**src/rtl/pulpito_uart_pkg.sv**
```systemverilog
// Shared definitions for the pulpito UART receiver: oversampling constants
// and the receive FSM state encoding.
package pulpito_uart_pkg;

  localparam int unsigned OVERSAMPLE = 16;
  localparam int unsigned MID_SAMPLE = 8;

  // Tick-counter values at which the line is sampled.
  localparam logic [3:0] MID_LAST = 4'(MID_SAMPLE - 1);
  localparam logic [3:0] BIT_LAST = 4'(OVERSAMPLE - 1);

  typedef enum logic [2:0] {
    ST_IDLE      = 3'd0,
    ST_START     = 3'd1,
    ST_DATA      = 3'd2,
    ST_PARITY    = 3'd3,
    ST_STOP      = 3'd4,
    ST_WAIT_IDLE = 3'd5
  } uart_state_e;

endpackage

```
**src/rtl/pulpito_uart_rx_fifo.sv**
```systemverilog
// Receive FIFO: FIFO_DEPTH x 8-bit, power-of-two depth, pointers wrap
// naturally at their width. A push while full is accepted only when a pop
// frees the head entry in the same cycle.
module pulpito_uart_rx_fifo #(
  parameter int unsigned FIFO_DEPTH = 8,
  localparam int unsigned AW = $clog2(FIFO_DEPTH),
  localparam int unsigned CW = AW + 1
) (
  input  logic          clk,
  input  logic          rst,
  input  logic          push_i,
  input  logic [7:0]    wdata_i,
  input  logic          pop_i,
  output logic [7:0]    rdata_o,
  output logic          full_o,
  output logic          empty_o,
  output logic [CW-1:0] count_o
);

  logic [7:0]    mem_q [FIFO_DEPTH];
  logic [AW-1:0] wptr_q, wptr_d;
  logic [AW-1:0] rptr_q, rptr_d;
  logic [CW-1:0] count_q, count_d;
  logic          wr_en, rd_en;

  assign full_o  = (count_q == CW'(FIFO_DEPTH));
  assign empty_o = (count_q == '0);
  assign count_o = count_q;
  assign wr_en   = push_i && (!full_o || pop_i);
  assign rd_en   = pop_i && !empty_o;
  // Head reads as zero when empty so the output is clean after reset.
  assign rdata_o = empty_o ? 8'h00 : mem_q[rptr_q];

  // Pointer and occupancy update.
  always_comb begin
    wptr_d  = wptr_q;
    rptr_d  = rptr_q;
    count_d = count_q;
    if (wr_en) wptr_d = wptr_q + AW'(1);
    if (rd_en) rptr_d = rptr_q + AW'(1);
    unique case ({wr_en, rd_en})
      2'b10:   count_d = count_q + CW'(1);
      2'b01:   count_d = count_q - CW'(1);
      default: count_d = count_q;
    endcase
  end

  // Control state with synchronous reset.
  always_ff @(posedge clk) begin
    if (rst) begin
      wptr_q  <= '0;
      rptr_q  <= '0;
      count_q <= '0;
    end else begin
      wptr_q  <= wptr_d;
      rptr_q  <= rptr_d;
      count_q <= count_d;
    end
  end

  // Storage array; contents need no reset since empty gates the output.
  always_ff @(posedge clk) begin
    if (wr_en) mem_q[wptr_q] <= wdata_i;
  end

endmodule

```
**src/rtl/pulpito_uart_rx.sv**
```systemverilog
// UART receiver with 16x oversampling, 8N1 framing and a receive FIFO with
// RTS flow control. Define PULPITO_UART_PARITY_EN to add a parity bit
// (PARITY_ODD selects odd parity, default even) making an 11-bit frame.
module pulpito_uart_rx
  import pulpito_uart_pkg::*;
#(
  parameter int unsigned CLK_DIV    = 54,
  parameter int unsigned FIFO_DEPTH = 8
`ifdef PULPITO_UART_PARITY_EN
  ,
  parameter bit          PARITY_ODD = 1'b0
`endif
) (
  input  logic       clk,
  input  logic       rst,
  input  logic       uart_rx_i,
  output logic       uart_rts_n_o,
  output logic [7:0] rx_data_o,
  output logic       rx_valid_o,
  input  logic       rx_ready_i,
  output logic       frame_err_o,
  output logic       parity_err_o,
  output logic       overrun_o
);

  localparam int unsigned CW = $clog2(FIFO_DEPTH) + 1;

  logic [1:0]  sync_q, sync_d;
  logic        line_q, line_d;
  uart_state_e state_q, state_d;
  logic [15:0] div_cnt_q, div_cnt_d;
  logic [3:0]  tick_cnt_q, tick_cnt_d;
  logic [2:0]  bit_cnt_q, bit_cnt_d;
  logic [7:0]  shift_q, shift_d;
  logic        push_q, push_d;
  logic        frame_err_q, frame_err_d;
  logic        rts_q, rts_d;

  logic          rx_s, tick, start_edge, bit_tick, par_ok;
  logic          fifo_full, fifo_empty, pop;
  logic [CW-1:0] fifo_count;

  assign rx_s       = sync_q[1];
  assign tick       = (div_cnt_q == 16'(CLK_DIV - 1));
  assign start_edge = (state_q == ST_IDLE) && line_q && !rx_s;
  assign bit_tick   = tick && (tick_cnt_q == BIT_LAST);

  // Synchronizer, previous-level tracker and oversample divider; the
  // divider is realigned to the detected start edge.
  always_comb begin
    sync_d    = {sync_q[0], uart_rx_i};
    line_d    = rx_s;
    div_cnt_d = (start_edge || tick) ? 16'd0 : div_cnt_q + 16'd1;
  end

  // Frame FSM: start mid-bit check, data shift-in, stop-bit qualification.
  always_comb begin
    state_d     = state_q;
    tick_cnt_d  = tick ? tick_cnt_q + 4'd1 : tick_cnt_q;
    bit_cnt_d   = bit_cnt_q;
    shift_d     = shift_q;
    push_d      = 1'b0;
    frame_err_d = 1'b0;
    unique case (state_q)
      ST_IDLE: begin
        if (start_edge) begin
          state_d    = ST_START;
          tick_cnt_d = 4'd0;
          bit_cnt_d  = 3'd0;
        end
      end
      ST_START: begin
        if (tick && tick_cnt_q == MID_LAST) begin
          tick_cnt_d = 4'd0;
          state_d    = rx_s ? ST_IDLE : ST_DATA;
        end
      end
      ST_DATA: begin
        if (bit_tick) begin
          shift_d   = {rx_s, shift_q[7:1]};
          bit_cnt_d = bit_cnt_q + 3'd1;
          if (bit_cnt_q == 3'd7) begin
`ifdef PULPITO_UART_PARITY_EN
            state_d = ST_PARITY;
`else
            state_d = ST_STOP;
`endif
          end
        end
      end
`ifdef PULPITO_UART_PARITY_EN
      ST_PARITY: begin
        if (bit_tick) state_d = ST_STOP;
      end
`endif
      ST_STOP: begin
        if (bit_tick) begin
          push_d      = rx_s && par_ok;
          frame_err_d = !rx_s;
          state_d     = rx_s ? ST_IDLE : ST_WAIT_IDLE;
        end
      end
      ST_WAIT_IDLE: begin
        if (rx_s) state_d = ST_IDLE;
      end
      default: state_d = ST_IDLE;
    endcase
  end

  // RTS deasserts (goes high) once fewer than two entries are free.
  always_comb begin
    rts_d = (fifo_count >= CW'(FIFO_DEPTH - 1));
  end

  // Receiver state registers.
  always_ff @(posedge clk) begin
    if (rst) begin
      sync_q      <= 2'b11;
      line_q      <= 1'b1;
      state_q     <= ST_IDLE;
      div_cnt_q   <= '0;
      tick_cnt_q  <= '0;
      bit_cnt_q   <= '0;
      shift_q     <= '0;
      push_q      <= 1'b0;
      frame_err_q <= 1'b0;
      rts_q       <= 1'b1;
    end else begin
      sync_q      <= sync_d;
      line_q      <= line_d;
      state_q     <= state_d;
      div_cnt_q   <= div_cnt_d;
      tick_cnt_q  <= tick_cnt_d;
      bit_cnt_q   <= bit_cnt_d;
      shift_q     <= shift_d;
      push_q      <= push_d;
      frame_err_q <= frame_err_d;
      rts_q       <= rts_d;
    end
  end

`ifdef PULPITO_UART_PARITY_EN
  logic par_err_q, par_err_d;
  logic parity_err_q, parity_err_d;

  // Parity result is captured at the parity-bit midpoint, reported at stop.
  always_comb begin
    par_err_d    = par_err_q;
    parity_err_d = 1'b0;
    if (start_edge) par_err_d = 1'b0;
    if (state_q == ST_PARITY && bit_tick)
      par_err_d = ((^{shift_q, rx_s}) != PARITY_ODD);
    if (state_q == ST_STOP && bit_tick)
      parity_err_d = par_err_q;
  end

  // Parity status registers.
  always_ff @(posedge clk) begin
    if (rst) begin
      par_err_q    <= 1'b0;
      parity_err_q <= 1'b0;
    end else begin
      par_err_q    <= par_err_d;
      parity_err_q <= parity_err_d;
    end
  end

  assign par_ok       = !par_err_q;
  assign parity_err_o = parity_err_q;
`else
  assign par_ok       = 1'b1;
  assign parity_err_o = 1'b0;
`endif

  assign pop          = rx_valid_o && rx_ready_i;
  assign rx_valid_o   = !fifo_empty;
  assign overrun_o    = push_q && fifo_full && !pop;
  assign frame_err_o  = frame_err_q;
  assign uart_rts_n_o = rts_q;

  pulpito_uart_rx_fifo #(
    .FIFO_DEPTH(FIFO_DEPTH)
  ) u_fifo (
    .clk     (clk),
    .rst     (rst),
    .push_i  (push_q),
    .wdata_i (shift_q),
    .pop_i   (pop),
    .rdata_o (rx_data_o),
    .full_o  (fifo_full),
    .empty_o (fifo_empty),
    .count_o (fifo_count)
  );

endmodule

```
**config.mk**
```make
export PLATFORM = sky130hd
export DESIGN_NAME = pulpito_uart_rx
export DESIGN_NICKNAME = d
export VERILOG_FILES = /design/src/rtl/pulpito_uart_pkg.sv /design/src/rtl/pulpito_uart_rx_fifo.sv /design/src/rtl/pulpito_uart_rx.sv
export SDC_FILE = /design/constraint.sdc
export NUM_CORES = 1
export LEC_CHECK = 0
export CAP_MARGIN = 5
export CORE_MARGIN = 3
export CORE_UTILIZATION = 54
export CTS_BUF_LIST = sky130_fd_sc_hd__clkbuf_16
export DETAILED_ROUTE_END_ITERATION = 12
export PLACE_DENSITY = 0.82
export SYNTH_ARGS = -nofsm -noshare
export SYNTH_HDL_FRONTEND = slang
export SYNTH_SLANG_ARGS = --single-unit
```
**constraint.sdc**
```tcl
create_clock -name clk -period 2.4 [get_ports clk]
set_input_delay 0.36 -clock clk [delete_from_list [all_inputs] [get_ports clk]]
set_output_delay 0.36 -clock clk [all_outputs]
set_load 0.005 [all_outputs]
```
==> impl_results.md, run 1 <==
* Run status: completed
* Bufs and invs on worst path at 3
* Antenna-violating nets left at 0
* Data required time of the critical path at 2040 ps
* Clock buffer depth at 2
* Worst IR Drop VDD at between 0.0005 and 0.0006 V
* Ant. Diodes at 0
* Setup violators final at 0
* Dominant cell type by area after synthesis: edfxtp_1
* Critical path depth at 6
* Commonest cells post-synth: 64 x edfxtp_1, 53 x dfxtp_1, 46 x nor2_1
* Hold Vio Cnt, Final at 0
* Worst setup margin at between 80 and 90 ps
* Layout net count at 440
* Register area at 2989 um^2
* CP Max Fanout at 5
* Reg clk slew, reported paths at 50 ps
* # DRC at 0
* Most common cell in the synthesized netlist: edfxtp_1
* # clock sinks at 117
* Ys async rst share at 0
* Worst hold stages at 1
* Slew HR at 0.5800
* Filler instances at between 500 and 600
* Critical Path Max Stage Delay at approximately 490 ps
* Detailed placement HPWL at about 5700 um
* Peak Freq at 0.4326 GHz
* Max_cap viols at 0
* Sequential cell area fraction in the yosys report at 0.6216
* Max Transition Viols Final at 0
* Iteration-0 DRC count of the detailed router at 215
* Area contributors post-synth: edfxtp_1 40%, dfxtp_1 22%, mux4_2 7.5%, nor2_1 3.6%, xor2_1 3.1%
* Total CTS buffers at 17
* Worst-Skew Late Latency at 400 ps
* Leakage dissipation at approximately 2.1 nW
* Mean Syn Cell Area at 12.53 um^2
* Critical Path AT at 1950 ps
* Reg2reg path depth at 10
* Cell count after synthesis at 383
* FF+latch count, synth at 117
* I/O Pins at 17
* Row count at 33
* First-pass GRT wire length at 15660 um
* Crit-path cells: buf_16 -> buf_4 -> mux4_2 -> mux2i_1 -> nor2_1 -> dlygate4sd2_1
* H-tree depth at 4
* Die height at approximately 100 um
* RePlAce Congestion at about 0.76
* Yosys cell types at 43
* Predominant post-synthesis flop cell: edfxtp_1
* Total GRT Usage at 0.2061
* DRT Wirelength at 9400 um
* Starting Density at 0.5697
* Layout cells sized above 1 at 0.2050
* DP Area at 5150 um^2
* CTS tree: yes
* Vias at 3120
* Crit start category: flop
* Fin crit period at 2312 ps
* Fin area at 5838 um^2
* Netlist Area Pre-Place at approximately 4800 um^2
* YS warnings at 0
* Die area at 10050 um^2
* Setup Skew at 4.457 ps
* Dpl ws at -142.6 ps
* Port Buffer Count at 15
* Worst hold path type: reg -> reg
* Core area at about 8400 um^2
* Yosys top cell area share at 0.4005
* Actual slew at the worst max-slew pin at approximately 600 ps
* Area occupied by multi-input gates at 1702 um^2
* P per Cell Area at 804.9 nW/um^2
* Die width at 100.3 um
* DR pass1 iterations at 4
* Routed WL per cell at 17.28 um
* P&R area growth vs syn at 21.67%
* Gr ovfl total at 0
* Largest net degree at the start of global routing at 17
* Vias in the first global route at 3168
* Syn_nets at 397
* Period utilization at 0.9632
* Clock root buffer: clkbuf_16
* Crit path kind: reg -> out
* CP delay by family, top: multiplexers
* Total power at between 4 and 5 mW
* Via-per-instance ratio at ~5.7
* EDFF count, synth at 64
* Initial antenna violation count at 0
* Crit. End Element: output pin
* CP max-delay cell: mux4_2
[metal layers]
layer  GRT usage  vias to the layer above  wire length [um]
met5           0                        -                 0
met4     0.08290                        0                97
met3     0.05212                       11               327
met2      0.3583                       75              4995
met1      0.2443                     1553              3980
li1            -                     1481                 -
[through the flow]
stage	cells	util	TNS [ps]	hold slack [ps]
3_5_place_dp	504	0.6114	-222.7	392.9
4_1_cts	541	0.6897	0	404.7
5_1_grt	544	0.6931	-1.604	426.5
6_report	544	0.6931	0	405.2
3_3_place_gp	504	0.6114	-60.13	395.2
2_1_floorplan	383	-	0	389.5
[final timing paths]
check / from / end / slack (ps)
max: flop / rx_data_o[5] / 90
min: sync_q[0] / sync_q[1] / 410
max reg2reg: u_fifo.count_o[0] / u_fifo.count_o[3] / 180
min reg2reg: sync_q[0] / sync_q[1] / 410
[power breakdown]
part           internal (mW)  switching, mW  leakage (nW)
clock network           1.64          0.904         0.292
registers               2.10        0.00885          1.02
logic                 0.0213         0.0289         0.777
[sequential cells by signal, indices dropped and copies added (netlist names), named ones only]
name,count
u_fifo.mem_q,64
div_cnt_q,16
shift_q,8
tick_cnt_q,4
u_fifo.count_o,4
bit_cnt_q,3
state_q,3
u_fifo.rptr_q,3
u_fifo.wptr_q,3
sync_q,2
frame_err_o,1
line_q,1
push_q,1
uart_rts_n_o,1
[cells in the final DEF, fill, tap and decap left out, types with 5 or more instances in the layout]
master           instances
edfxtp_1                64
dfxtp_1                 50
nor2_1                  46
nand2_1                 36
buf_4                   24
a21oi_1                 22
nand3_1                 17
xor2_1                  17
clkbuf_16               17
mux4_2                  16
mux2i_1                 10
ha_1                    10
o21ai_0                  8
inv_1                    7
clkdlybuf4s50_1          7
nor3_1                   6
and3_1                   5
dlygate4sd2_1            5
[timing repair]
| item | in CTS | in global routing |
|---|---|---|
| hold endpoints to repair | 0 | 0 |
| resized for setup | 13 | 8 |
| endpoints found under the setup margin | 8 | 6 |
| buffers inserted | 4 | 3 |
| cloned | 1 | 0 |
| hold buffers | 0 | 0 |
[kinds of logic (layout without fill, tap and decap cells)]
logic type / Yosys count / count (layout) / synth area share
other cells: 1 / 1 / 0.0007815
mux: 26 / 26 / 0.09596
xor+xnor: 21 / 21 / 0.03833
compound gates: 39 / 39 / 0.04642
flops: 117 / 117 / 0.6216
fa+ha+maj: 10 / 10 / 0.02608
simple gates: 143 / 143 / 0.1447
buf+inv: 26 / 82 / 0.02608
[cell type report]
class / instances / share of cell area
flip-flops and latches: 117 / 0.5120
multi-input cells: 240 / 0.2915
clock buffers: 17 / 0.07287
repair buffers: 43 / 0.06580
clock inverters: 15 / 0.03086
well taps: 105 / 0.02250
inverters: 7 / 0.004501
[worst reg2reg max path: cells and delay by family, from the launching register on]
kind | cells | cell delay, ps
AND/OR/NAND/NOR | 3 | 790
AO/OA/AOI/OAI | 4 | 520
flip-flops | 1 | 360
buffers and inverters | 2 | 270
adder cells (fa/ha/maj) | 1 | 210
No activity file was read; power rests on OpenSTA's default activity.
==> inputs of run 2 (changes only) <==
--- a/config.mk
+++ b/config.mk
@@ -11,6 +11,7 @@
 export CTS_BUF_LIST = sky130_fd_sc_hd__clkbuf_16
 export DETAILED_ROUTE_END_ITERATION = 12
 export PLACE_DENSITY = 0.82
+export SETUP_SLACK_MARGIN = 0.05
 export SYNTH_ARGS = -nofsm -noshare
 export SYNTH_HDL_FRONTEND = slang
 export SYNTH_SLANG_ARGS = --single-unit
==> impl_results.md, run 2 (synthesis results as in run 1) <==
* Run status: completed (unchanged)
* Register area at 2990 um^2 (was 2989 um^2)
* Reg2reg setup slack at 170 ps (was 180 ps)
* Reg-to-Reg Start: u_fifo.count_o[0] (unchanged)
* Worst IR Drop VDD at 0.0005787 V (was 0.0005265 V)
* Fin util at 0.6837 (was 0.6931)
* Period utilization at 0.9429 (was 0.9632)
* Clock buffer depth at 2 (unchanged)
* Crit path kind: reg -> out (unchanged)
* Most common cell after layout, fill and taps aside: edfxtp_1 (unchanged)
* Starting Density at 0.5697 (unchanged)
* Leakage dissipation at 2.034 nW (was 2.092 nW)
* Critical Path Max Stage Delay at 490 ps (about the same)
* RePlAce Congestion at 0.7407 (was 0.7631)
* P per Cell Area at 760.9 nW/um^2 (was 804.9 nW/um^2)
* Worst-Skew Late Latency at 410 ps (was 400 ps)
* Total GRT Usage at 0.2014 (was 0.2061)
* Ant. Diodes at 0 (unchanged)
* Layout net count at 438 (was 440)
* CTS tree: yes (unchanged)
* DRT Wirelength at 9213 um (was 9400 um)
* CP max-delay cell: mux4_2 (unchanged)
* Setup TNS at 0 ps (unchanged)
* Core area at 8423 um^2 (unchanged)
* # clock sinks at 117 (unchanged)
* Slew HR at 0.5872 (was 0.5800)
* Largest net degree at the start of global routing at 25 (was 17)
* Worst hold path type: reg -> reg (unchanged)
* First-pass GRT wire length at 15250 um (was 15660 um)
* H-tree depth at 4 (unchanged)
* P&R area growth vs syn at 20.03% (was 21.67%)
* Critical Path AT at 1900 ps (was 1950 ps)
* Die area at 10050 um^2 (unchanged)
* Routed WL per cell at 17.00 um (was 17.28 um)
* CP Max Fanout at 5 (unchanged)
* Initial antenna violation count at 0 (unchanged)
* Area occupied by multi-input gates at 1708 um^2 (was 1702 um^2)
* Setup Skew at 9.062 ps (was 4.457 ps)
* Data required time of the critical path at 2040 ps (about the same)
* Reg2reg path depth at 10 (unchanged)
* Port Buffer Count at 15 (unchanged)
* Max_cap viols at 0 (unchanged)
* Die height at 100.3 um (unchanged)
* Placed Cells at 504 (unchanged)
* Largest register FFs at 64 (unchanged)
* Reg clk slew, reported paths at 60 ps (was 50 ps)
* Peak Freq at 0.4419 GHz (was 0.4326 GHz)
* CTS hold repair buffers at 0 (unchanged)
* Gr ovfl total at 0 (unchanged)
* Unrepaired setup endpoints after global routing: yes
* Top flop regs: u_fifo.mem_q (64), div_cnt_q (16), shift_q (8) (unchanged)
* Crit start category: flop (unchanged)
* I/O Pins at 17 (unchanged)
* Top reg by flops: u_fifo.mem_q (unchanged)
* Setup crit end: rx_data_o[3] (was rx_data_o[5])
* Clock root buffer: clkbuf_16 (unchanged)
* Critical R2R Capture: u_fifo.count_o[3] (unchanged)
* Vias in the first global route at 3108 (was 3168)
* CP delay by family, top: multiplexers (unchanged)
* Row count at 33 (unchanged)
* Max Transition Viols Final at 0 (unchanged)
* Detailed placement HPWL at 5666 um (was 5690 um)
* Crit. End Element: output pin (unchanged)
* Iteration-0 DRC count of the detailed router at 193 (was 215)
* Setup violators final at 0 (unchanged)
* Layout cells sized above 1 at 0.2105 (was 0.2050)
* Crit-path cells: buf_12 -> buf_8 -> mux4_2 -> mux2i_1 -> nor2_1 -> clkdlybuf4s15_1 (was buf_16 -> buf_4 -> mux4_2 -> mux2i_1 -> nor2_1 -> dlygate4sd2_1)
* Actual slew at the worst max-slew pin at 603.6 ps (was 614.1 ps)
* Most frequent cells in the layout: 64 x edfxtp_1, 49 x dfxtp_1, 46 x nor2_1 (was 64 x edfxtp_1, 50 x dfxtp_1, 46 x nor2_1)
* Vias at 3041 (was 3120)
* Via-per-instance ratio at 5.611 (was 5.735)
* Post-Layout Cell Count at 542 (was 544)
* DR pass1 iterations at 4 (unchanged)
* Hold Vio Cnt, Final at 0 (unchanged)
* Fin crit period at 2263 ps (was 2312 ps)
* Total CTS buffers at 17 (unchanged)
* Bufs and invs on worst path at 3 (unchanged)
* Critical path depth at 6 (unchanged)
* Die width at 100.3 um (unchanged)
* Antenna-violating nets left at 0 (unchanged)
* # DRC at 0 (unchanged)
* Filler instances at 592 (was 590)
==> run 2: cell count changes in the layout (fill, tap and decap cells not counted), sizes merged <==
cell         delta
clkbuf          +2
dlygate4sd2     -2
bufinv          -3
clkinvlp        +3
buf             -2
==> run 2: routing by layer <==
| metal | track usage | vias to the layer above | routed length [um] |
|---|---|---|---|
| met5 | 0 | - | 0 |
| met1 | 0.2340 | 1493 | 3918 |
| met4 | 0.08601 | 0 | 186 |
| met3 | 0.06046 | 17 | 294 |
| li1 | - | 1475 | - |
| met2 | 0.3456 | 56 | 4814 |
==> run 2: worst register-to-register path, cell delays in order, from the launching register on <==
cell and delay (ps):
dfxtp_2 360, nor3_2 230, a31oi_1 130, inv_1 120
ha_1 210, buf_4 150, nor4bb_2 290, a21oi_1 60
o32a_1 180, or3_1 300, a21oi_1 140
==> run 2: area by class of cell <==
type | count | area share
sequential | 117 | 0.5192
multi-input combinational | 240 | 0.2965
clock buffer | 17 | 0.07386
timing repair buffer | 41 | 0.06409
tap | 105 | 0.02281
clock inverter | 15 | 0.01890
inverter | 7 | 0.004562
==> run 2: per-stage QoR <==
| stage | power (mW) | setup slack, ps | hold slack (ps) | cell area, um^2 |
|---|---|---|---|---|
| 2_1_floorplan | 2.183 | 135.8 | 389.5 | 4800 |
| 3_3_place_gp | 2.197 | -51.38 | 395.6 | 5150 |
| 3_5_place_dp | 2.200 | -143.3 | 400.3 | 5150 |
| 4_1_cts | 4.414 | -11.95 | 412.8 | 5753 |
| 5_1_grt | 4.523 | 19.11 | 425.4 | 5759 |
| 6_report | 4.382 | 137.0 | 407.7 | 5759 |
==> run 2: worst min-delay path by stage <==
stage                      to  cells past startpoint       from
detailed placement  sync_q[1]                      1  sync_q[0]
global route        sync_q[1]                      1  sync_q[0]
CTS                 sync_q[1]                      1  sync_q[0]
finish              sync_q[1]                      1  sync_q[0]
floorplan           sync_q[1]                      1  sync_q[0]
global placement    sync_q[1]                      1  sync_q[0]
==> run 2: power breakdown <==
group | internal (mW) | switching [mW] | leakage, nW
Sequential | 2.10 | 0.00860 | 1.02
Combinational | 0.0214 | 0.0286 | 0.761
Clock | 1.32 | 0.908 | 0.249
Total | 3.44 | 0.945 | 2.03
==> run 2: what timing repair did <==
item | 4_1_cts | 5_1_grt
setup buffers | 5 | 1
setup endpoints to repair | 8 | 7
resized for setup | 15 | 16
cloned | 1 | 0
pin swaps | 0 | 2
==> patch, RTL diff (flow settings as in run 1) <==
`FIFO_DEPTH` is set to 8 in 2 places; all go to 16. Comments in the files are not updated.
--- a/src/rtl/pulpito_uart_rx_fifo.sv
+++ b/src/rtl/pulpito_uart_rx_fifo.sv
@@ -4,3 +4,3 @@
 module pulpito_uart_rx_fifo #(
-  parameter int unsigned FIFO_DEPTH = 8,
+  parameter int unsigned FIFO_DEPTH = 16,
   localparam int unsigned AW = $clog2(FIFO_DEPTH),
--- a/src/rtl/pulpito_uart_rx.sv
+++ b/src/rtl/pulpito_uart_rx.sv
@@ -7,3 +7,3 @@
   parameter int unsigned CLK_DIV    = 54,
-  parameter int unsigned FIFO_DEPTH = 8
+  parameter int unsigned FIFO_DEPTH = 16
 `ifdef PULPITO_UART_PARITY_EN
Formal check against the unedited RTL: same outputs for any inputs over 10 cycles, from zero or initial values and one cycle with rst high; that may be too few to reach the edited logic, so the function may still have changed.
==> patch against run 1 <==
Clock skew increased by 0.0043 ns. The run now ends with setup timing left. Critical path type unchanged. Setup slack got worse by 0.13 ns. Count of clock-buffer cells in the layout unchanged. Routed wire length increased by 58%. Highest routed layer unchanged. Sequential cell count increased by 68. Final area increased by 53%. Synthesized area increased by 58%. Total power increased by 30%.
==> patch: results (changes against run 1) <==
stage;metric;value;unit;change
clocking;Root Buffer;clkbuf_16;;
status;outcome;finished with violations;;
grt;vias in the first global route;4634;;+46%
detailed_routing;Vias/cell;5.857;;+2.1%
grt;largest net degree at the start of global routing;33;;+16
setup_path;critical path's largest stage delay;0.51;ns;+0.02 ns
sta;Slew headroom;57.47;%;-0.54 points
yosys;Yosys warning total;0;;unchanged
layout;diode count;0;;unchanged
yosys;syn nets;522;;+31%
setup_path;CP max FO;5;;unchanged
power_and_ir_drop;Pleak;0.003101;µW;+48%
yosys;Area contributors post-synth;edfxtp_1 (51%), dfxtp_1 (15%), mux4_2 (9.5%);;
detailed_routing;final wirelength;14890;µm;+58%
setup_path;Top delay family on crit path;multiplexers;;
sta;Final setup viols;6;;+6
yosys;register area share after synthesis;65.83;%;+3.7 points
detailed_routing;WL/cell;19.78;µm;+14%
layout;share of cells above drive strength 1;25.48;%;+5.0 points
placement;IO Port Bufs;15;;unchanged
yosys;Most used DFF post-synth;edfxtp_1;;
setup_path;Crit-path slowest cell;mux4_2;;
power_and_ir_drop;Worst IR Drop VDD;0.4786;mV;-9.1%
detailed_routing;drt first-iter violations;383;;+78%
setup_path;CP arrival;2.08;ns;+0.13 ns
grt;global-route usage over all layers;20.55;%;-0.057 points
detailed_routing;DR pass1 iterations;4;;unchanged
sta;endpoints failing hold;0;;unchanged
layout;Largest regs;u_fifo.mem_q (128), div_cnt_q (16), shift_q (8);;
sta;setup ws final;-0.03694;ns;-0.1252 ns
clocking;Max clock buf depth;2;;unchanged
yosys;synthesized instance count;504;;+32%
yosys;fraction of registers with async set/reset;0;%;unchanged
clocking;Clk Latency, worst-skew pair;0.43;ns;+0.03 ns
status;failing checks;setup timing;;
yosys;number of synthesized flops with an enable pin;128;;+100%
clocking;Worst-path clk slew;0.06;ns;
sta;Fin Clk Skew;0.008798;ns;+0.004342 ns
grt;initial antenna violation count;0;;unchanged
yosys;Synth top cells by count;edfxtp_1 (128), dfxtp_1 (57), nor2_1 (54);;
grt;global-route wire length before repair;24490;µm;+56%
placement;Placer Congestion;0.7824;;+2.5%
clocking;H-tree levels;4;;unchanged
placement;detailed placement HPWL;9332;µm;+64%
clocking;TritonCTS buffer count;17;;unchanged
placement;placed cell count;712;;+41%
worst_hold_path;Worst Hold Class;flip-flop to flip-flop;;
yosys;synth unique cells;54;;+26%
layout;final net count;582;;+32%
clocking;Hold Buf Count CTS;0;;unchanged
==> patch: worst register-to-register path, delay by kind of cell (launching register included) <==
kind	cells	cell delay, ns
flip-flops	1	0.33
AO/OA/AOI/OAI	5	0.63
XOR/XNOR	1	0.14
adder cells (fa/ha/maj)	2	0.37
AND/OR/NAND/NOR	2	0.64
buffers and inverters	1	0.19
==> patch: area by class of cell <==
class	instances	area, µm²
flip-flops and latches	185	4992
fillers	881	4496
multi-input cells	283	2490
repair buffers	63	639.4
clock buffers	17	425.4
well taps	176	220.2
clock inverters	15	137.6
inverters	14	52.55
==> patch: repair_timing <==
| action | in CTS | in global routing |
|---|---|---|
| pin swaps | 10 | 7 |
| gates cloned | 2 | 0 |
| buffers inserted | 9 | 1 |
| setup endpoints to repair | 9 | 11 |
| resized for setup | 44 | 9 |
==> patch: through the flow <==
step,instance area [µm²],worst slack [ns],setup TNS [ns]
6_report,8957,-0.03694,-0.1540
5_1_grt,8957,-0.09795,-0.6651
4_1_cts,8942,-0.09009,-0.2660
3_5_place_dp,8252,-0.2541,-0.3331
3_3_place_gp,8252,-0.1429,-0.1457
2_1_floorplan,7616,-0.008581,-0.008581
==> patch: where the power goes <==
group          switching (µW)  leakage [µW]  total (µW)  internal, µW
sequential               13.5       0.00165        3390          3380
clock                    1140      0.000280        2650          1520
combinational            44.5       0.00117        80.5          35.9
total                    1190       0.00310        6120          4930
==> patch: path summary, 6_finish.rpt <==
check                                       start                end  slack [ns]  cells past startpoint
worst max-delay path                    flip-flop       rx_data_o[0]       -0.04                      6
worst min-delay path                    sync_q[0]          sync_q[1]        0.42                      1
worst max register to register  u_fifo.count_o[1]  u_fifo.count_o[4]        0.04                     11
worst min register to register          sync_q[0]          sync_q[1]        0.42                      1
==> patch: kinds of logic (layout without fill, tap and decap cells) <==
group	Yosys count	in the layout	share of synthesized area, %
and+or+nand+nor	143	143	9.980
adders and majority gates	14	14	2.313
AOI/OAI and AO/OA	42	42	3.487
DFF	185	185	65.83
other	1	1	0.04952
muxes	59	59	13.09
xor gates and xnor gates	24	24	2.776
buffers and inverters	36	109	2.479
==> patch: routing by layer <==
metal	vias to the layer above	track usage, %	wire (µm)
li1	2027	-	-
met1	2226	25.64	6081
met2	124	34.10	7739
met3	33	5.232	690
met4	0	9.026	383
met5	-	0	0
